[src/rtl/i2c_master_tx_pkg.sv]
// Shared definitions for the I2C byte-transmit controller: FSM state
// encoding, write-stage command encoding and the shift-register idle value.
package i2c_master_tx_pkg;

    // 3-bit state codes, kept as localparams so other blocks can decode them
    localparam logic [2:0] ST_IDLE  = 3'd0;
    localparam logic [2:0] ST_ARM   = 3'd1;
    localparam logic [2:0] ST_START = 3'd2;
    localparam logic [2:0] ST_DATA  = 3'd3;
    localparam logic [2:0] ST_ACK   = 3'd4;
    localparam logic [2:0] ST_STOP  = 3'd5;
    localparam logic [2:0] ST_DONE  = 3'd6;

    typedef enum logic [2:0] {
        S_IDLE  = ST_IDLE,
        S_ARM   = ST_ARM,
        S_START = ST_START,
        S_DATA  = ST_DATA,
        S_ACK   = ST_ACK,
        S_STOP  = ST_STOP,
        S_DONE  = ST_DONE
    } state_e;

    // Write-stage command bit carried on command_i when is_data=0
    localparam logic CMD_START = 1'b1;
    localparam logic CMD_STOP  = 1'b0;

    // Shift register content while idle: all ones keeps SDA released
    localparam logic [7:0] SHREG_IDLE = 8'hFF;

    // States in which the write stage is driven (wr_en high)
    function automatic logic is_bus_phase(input state_e s);
        return (s == S_START) || (s == S_DATA) || (s == S_ACK) || (s == S_STOP);
    endfunction

endpackage

[src/rtl/i2c_master_tx_shreg.sv]
// 8-bit transmit shift register: parallel load on acceptance, shifts left
// by one (filling with 1) on each write-stage bit load. MSB is the SDA bit.
module i2c_master_tx_shreg
    import i2c_master_tx_pkg::*;
(
    input  logic       clk,
    input  logic       rst_n,
    input  logic       load_i,
    input  logic [7:0] load_data_i,
    input  logic       shift_i,
    output logic       msb_o
);

    logic [7:0] shreg_q;
    logic [7:0] shreg_d;

    // Load takes precedence over shift; ones shifted in keep SDA released
    always_comb begin
        shreg_d = shreg_q;
        if (load_i) begin
            shreg_d = load_data_i;
        end else if (shift_i) begin
            shreg_d = {shreg_q[6:0], 1'b1};
        end
    end

    // Register with asynchronous return to the released-bus pattern
    always_ff @(posedge clk or negedge rst_n) begin
        if (!rst_n) begin
            shreg_q <= SHREG_IDLE;
        end else begin
            shreg_q <= shreg_d;
        end
    end

    assign msb_o = shreg_q[7];

endmodule

[src/rtl/i2c_master_tx.sv]
// I2C master byte transmitter: sequences optional START, 8 data bits,
// ACK sampling and optional STOP through an external write stage.
module i2c_master_tx
    import i2c_master_tx_pkg::*;
#(
    parameter bit ACK_CHECK = 1'b1
)
(
    input  logic       clk,
    input  logic       rst_n,
    input  logic       tx_valid,
    output logic       tx_ready,
    input  logic [7:0] tx_data,
    input  logic       tx_start,
    input  logic       tx_stop,
    input  logic       scl_i,
    output logic       wr_en,
    output logic       is_data,
    output logic       is_byte,
    output logic       command_i,
    output logic       data_i,
    input  logic       wr_ld,
    input  logic       wr_finish,
    input  logic       wr_err,
    input  logic       bus_err,
    input  logic       sda_rd,
    output logic       tx_done,
    output logic       tx_nack,
    output logic       tx_err
);

    state_e state_q, state_d;
    logic   start_q, stop_q;
    logic   nack_q, nack_d;
    logic   accept, abort;
    logic   shreg_msb;

    logic   wr_en_q, is_data_q, is_byte_q, cmd_q;
    logic   ready_q, done_q, nack_out_q, err_q;

    // ready_q is high exactly when the FSM sits in IDLE
    assign accept = tx_valid && ready_q;
    // Errors only matter while the write stage is being driven
    assign abort  = wr_en_q && (wr_err || bus_err);

    i2c_master_tx_shreg u_shreg (
        .clk         (clk),
        .rst_n       (rst_n),
        .load_i      (accept),
        .load_data_i (tx_data),
        .shift_i     ((state_q == S_DATA) && wr_ld),
        .msb_o       (shreg_msb)
    );

    // Next-state and ACK-flag logic; abort overrides any phase completion
    always_comb begin
        state_d = state_q;
        nack_d  = nack_q;
        unique case (state_q)
            S_IDLE: begin
                if (accept) begin
                    state_d = S_ARM;
                    nack_d  = 1'b0;
                end
            end
            S_ARM: begin
                if (!scl_i) begin
                    state_d = start_q ? S_START : S_DATA;
                end
            end
            S_START: begin
                if (wr_finish) begin
                    state_d = S_DATA;
                end
            end
            S_DATA: begin
                if (wr_finish) begin
                    state_d = S_ACK;
                end
            end
            S_ACK: begin
                if (wr_ld) begin
                    nack_d = sda_rd;
                end
                if (wr_finish) begin
                    state_d = (stop_q || (ACK_CHECK && nack_d)) ? S_STOP : S_DONE;
                end
            end
            S_STOP: begin
                if (wr_finish) begin
                    state_d = S_DONE;
                end
            end
            S_DONE: begin
                state_d = S_IDLE;
            end
            default: begin
                state_d = S_IDLE;
            end
        endcase
        if (abort) begin
            state_d = S_IDLE;
        end
    end

    // FSM register; outputs are decoded from the next state so they move with it
    always_ff @(posedge clk or negedge rst_n) begin
        if (!rst_n) begin
            state_q    <= S_IDLE;
            start_q    <= 1'b0;
            stop_q     <= 1'b0;
            nack_q     <= 1'b0;
            wr_en_q    <= 1'b0;
            is_data_q  <= 1'b0;
            is_byte_q  <= 1'b0;
            cmd_q      <= CMD_STOP;
            ready_q    <= 1'b1;
            done_q     <= 1'b0;
            nack_out_q <= 1'b0;
            err_q      <= 1'b0;
        end else begin
            state_q    <= state_d;
            nack_q     <= nack_d;
            if (accept) begin
                start_q <= tx_start;
                stop_q  <= tx_stop;
            end
            wr_en_q    <= is_bus_phase(state_d);
            is_data_q  <= (state_d == S_DATA) || (state_d == S_ACK);
            is_byte_q  <= (state_d == S_DATA);
            cmd_q      <= (state_d == S_START) ? CMD_START : CMD_STOP;
            ready_q    <= (state_d == S_IDLE);
            done_q     <= (state_d == S_DONE);
            nack_out_q <= (state_d == S_DONE) && nack_d;
            err_q      <= abort;
        end
    end

    assign wr_en     = wr_en_q;
    assign is_data   = is_data_q;
    assign is_byte   = is_byte_q;
    assign command_i = cmd_q;
    // Only the data phase drives a shifted bit; every other time SDA is released
    assign data_i    = is_byte_q ? shreg_msb : 1'b1;
    assign tx_ready  = ready_q;
    assign tx_done   = done_q;
    assign tx_nack   = nack_out_q;
    assign tx_err    = err_q;

endmodule

[config.mk]
export PLATFORM = sky130hd
export DESIGN_NAME = i2c_master_tx
export DESIGN_NICKNAME = d
export VERILOG_FILES = /design/src/rtl/i2c_master_tx_pkg.sv /design/src/rtl/i2c_master_tx_shreg.sv /design/src/rtl/i2c_master_tx.sv
export SDC_FILE = /design/constraint.sdc
export NUM_CORES = 1
export LEC_CHECK = 0
export BUFFER_PORTS_ARGS = -buffer_cell sky130_fd_sc_hd__clkbuf_2
export CAP_MARGIN = 20
export CORE_ASPECT_RATIO = 1.5
export CORE_UTILIZATION = 51
export CTS_CLUSTER_DIAMETER = 120
export DETAILED_ROUTE_END_ITERATION = 12
export GPL_TIMING_DRIVEN = 1
export PLACE_DENSITY = 0.78
export SLEW_MARGIN = 20
export SYNTH_ARGS = -nofsm -noshare
export SYNTH_HDL_FRONTEND = slang
export SYNTH_SLANG_ARGS = --single-unit
[constraint.sdc]
create_clock -name clk -period 1.8 [get_ports clk]
set_input_delay 0.09 -clock clk [delete_from_list [all_inputs] [get_ports clk]]
set_output_delay 0.09 -clock clk [all_outputs]
set_load 0.01 [all_outputs]
==> reports/metrics.csv <==
stage,metric,value,unit
cts,cts_tree,done,
placement,io_buffer_count,27,
cts,ctsResizeCount,0,
routing,ant_nets,0,
placement,place_ws,173,ps
cts,clock_latency,310,ps
die,core,0.00205,sq mm
sta,setup_viol,0,
finish,largest-register,u_shreg.shreg_q,
sta,drv_slew,0,
yosys,synth_top_family_by_area,simple AND/OR/NAND/NOR gates,
die,rows,20,
placement,dp_hpwl,1620,um
placement,gp_congestion,0.882,
die,ios,28,
yosys,synth_xor_area_share,0.783,%
setup_path,criticalPathCategory,register to register,
yosys,synthSimpleGateAreaFrac,19.9,%
sta,fin_crit,1640,ps
yosys,synth_mux_area_share,9.28,%
job,drv_cap,0,
worst_hold_path,min_path_type,primary input to register,
power_and_ir_drop,p_leak,0.612,nW
global_routing,antenna_found_initial,0,
routing,dr_total_vias,858,
sta,hold_viol_final,0,
yosys,synth-async-reset-ratio,100,%
sta,worstMarginPinSlew,530,ps
cts,clkSinkCount,22,
global_routing,grt_pass1_wl,3590,um
routing,first_iter_violations,16,
finish,drive_above_1_share,41.2,%
yosys,yosys_register_bits,22,
routing,drt-total-wl,2090,um
global_routing,grt_pass1_vias,916,
worst_hold_path,hold_path_depth,2,
finish,area_growth_syn_to_layout,17.4,%
yosys,synthCells,101,
finish,largest_register_ffs,8,
power_and_ir_drop,p_per_area,1530,mW/mm^2
setup_path,rr_worst_depth,5,
sta,tns,0,ps
yosys,synth-adder-area-share,0,%
power_and_ir_drop,max-vdd-ir-drop,1.03,mV
die,die-area,0.00239,sq mm
yosys,mappedNetlistArea,0.00112,sq mm
setup_path,critPathCaptureType,register,
yosys,synth_ff_type,dfrtp_1,
yosys,syn-mean-instance-area,11.1,sq um
sta,postLayoutSetupSlackWorst,157,ps
die,die-width,40.2,um
yosys,synth_compound_area_share,14.7,%
finish,reg_top3,"u_shreg.shreg_q x8, state_q x3",
routing,drtPass1Iterations,4,
routing,drc,0,
global_routing,track_usage,22.3,%
die,die_h,59.4,um
sta,fin_crit_sh,91.3,%
global_routing,grt_start_max_net_pins,23,
yosys,yosysWarnings,0,
sta,relSlewSlack,64.7,%
cts,path_clk_slew,120,ps
global_routing,grt-ovfl-total,0,
finish,final_net_count,151,
yosys,yosys.cell_types.count,40,
sta,max_freq,609,MHz
setup_path,critical_path_required,2010,ps
yosys,synth_edf_count,0,
cts,htree_levels,1,
setup_path,start_kind,register,
status,status,finished clean,
cts,clock-root-buffer,clkbuf_4,
yosys,syn-num-nets,120,
die,start_util,54.5,%
routing,vias_per_cell,5.61,
sta,rsz0062_at_grt,false,
setup_path,cp_data_arrival_time,1850,ps
cts,clock_path_buffers,2,
routing,post_drt_wl_per_cell,13.7,um
setup_path,cp_max_fo,4,
sta,fin_skew,2.37,ps
cts,cts_buffers,3,
finish,antennaDiodeCount,0,
yosys,seq_area_frac_synth,50.2,%
[kinds of logic (layout without fill, tap and decap cells)]
kind of cell              count (synthesis)  in the layout
and+or+nand+nor                          34             34
AOI/OAI and AO/OA                        26             26
muxes                                    10             10
DFF                                      22             22
buffers and inverters                     8             38
xor gates and xnor gates                  1              1
[power breakdown]
group / internal [mW] / switching [mW] / leakage, nW
registers: 0.749 / 0.0957 / 0.266
logic: 0.416 / 0.480 / 0.324
clock network: 0.124 / 0.148 / 0.0210
[cell type report]
| cell class | count | area, sq um |
|---|---|---|
| fill | 174 | 738 |
| timing repair buffer | 33 | 185 |
| inverter | 1 | 3.75 |
| sequential | 22 | 562 |
| multi-input combinational | 71 | 499 |
| tap | 22 | 27.5 |
| clock buffer | 4 | 36.3 |
[worst max-delay path: stages (launching register included)]
cell,delay (ps)
dfrtp_1,400
nor2b_1,150
or3b_1,370
nand4bb_1,150
nand3_2,140
mux2_1,330
[what timing repair did]
item	CTS	global route
endpoints found under the hold margin	14	0
buffers inserted	0	0
hold buffers	2	0
setup endpoints to repair	0	0
[Yosys cell counts, drive strengths merged, types with 2 or more instances]
library cell  instances  area share (%)
o21bai                2             1.3
nand2                 5             1.7
dfstp                 9              21
buf                   6             4.5
dfrtp                13              29
nor2                 12             4.9
mux2                  3             3.0
a21oi                13             5.8
mux2i                 7             6.3
a31oi                 2             1.1
and2                  3             1.7
nor2b                 3             1.9
nand4b                2             1.6
[stage by stage]
stage / util [%] / std cells / instance area [sq um] / hold WS, ps / total power [mW]
after floorplan: - / 101 / 1120 / -206 / 1.55
after global routing: 64.0 / 153 / 1310 / 6.31 / 2.17
after global placement: 61.3 / 147 / 1260 / 79.6 / 1.72
after detailed placement: 61.3 / 147 / 1260 / 96.7 / 1.75
final: 64.0 / 153 / 1310 / 8.19 / 2.01
after CTS: 64.0 / 153 / 1310 / 1.56 / 2.03
[per-layer routing]
| metal | routed length (um) | part of all wire [%] | up-vias | track usage [%] |
|---|---|---|---|---|
| li1 | - | - | 418 | - |
| met1 | 793 | 38 | 414 | 22.2 |
| met2 | 1150 | 55 | 22 | 40.3 |
| met3 | 75 | 3.6 | 4 | 2.63 |
| met4 | 67 | 3.2 | 0 | 14.3 |
| met5 | 0 | 0 | - | 0 |
[cells in the final DEF (no fill, tap or decap), types with 2 or more instances in the layout]
cell,Yosys,layout
nand4b_1,2,2
dfrtp_1,13,13
clkbuf_4,0,3
clkbuf_2,0,27
dlygate4sd3_1,0,2
mux2i_1,7,7
dfstp_2,9,9
o21bai_1,2,2
mux2_2,2,2
and2_1,3,3
buf_4,3,4
nor2b_1,2,2
nor2_1,10,10
a21oi_1,13,13
a31oi_1,2,2
nand2_1,5,5
[worst paths after layout]
| path | start | end | slack (ps) |
|---|---|---|---|
| worst min-delay path | tx_start | start_q | 8 |
| max in group asynchronous | rst_n | u_shreg.shreg_q[7] | 1160 |
| worst min register to register | u_shreg.shreg_q[3] | u_shreg.shreg_q[3] | 510 |
| worst max register to register | nack_q | is_data | 160 |
| worst max-delay path | nack_q | is_data | 160 |
| min in group asynchronous | rst_n | stop_q | 270 |
Power figures use the tool's default switching activity.
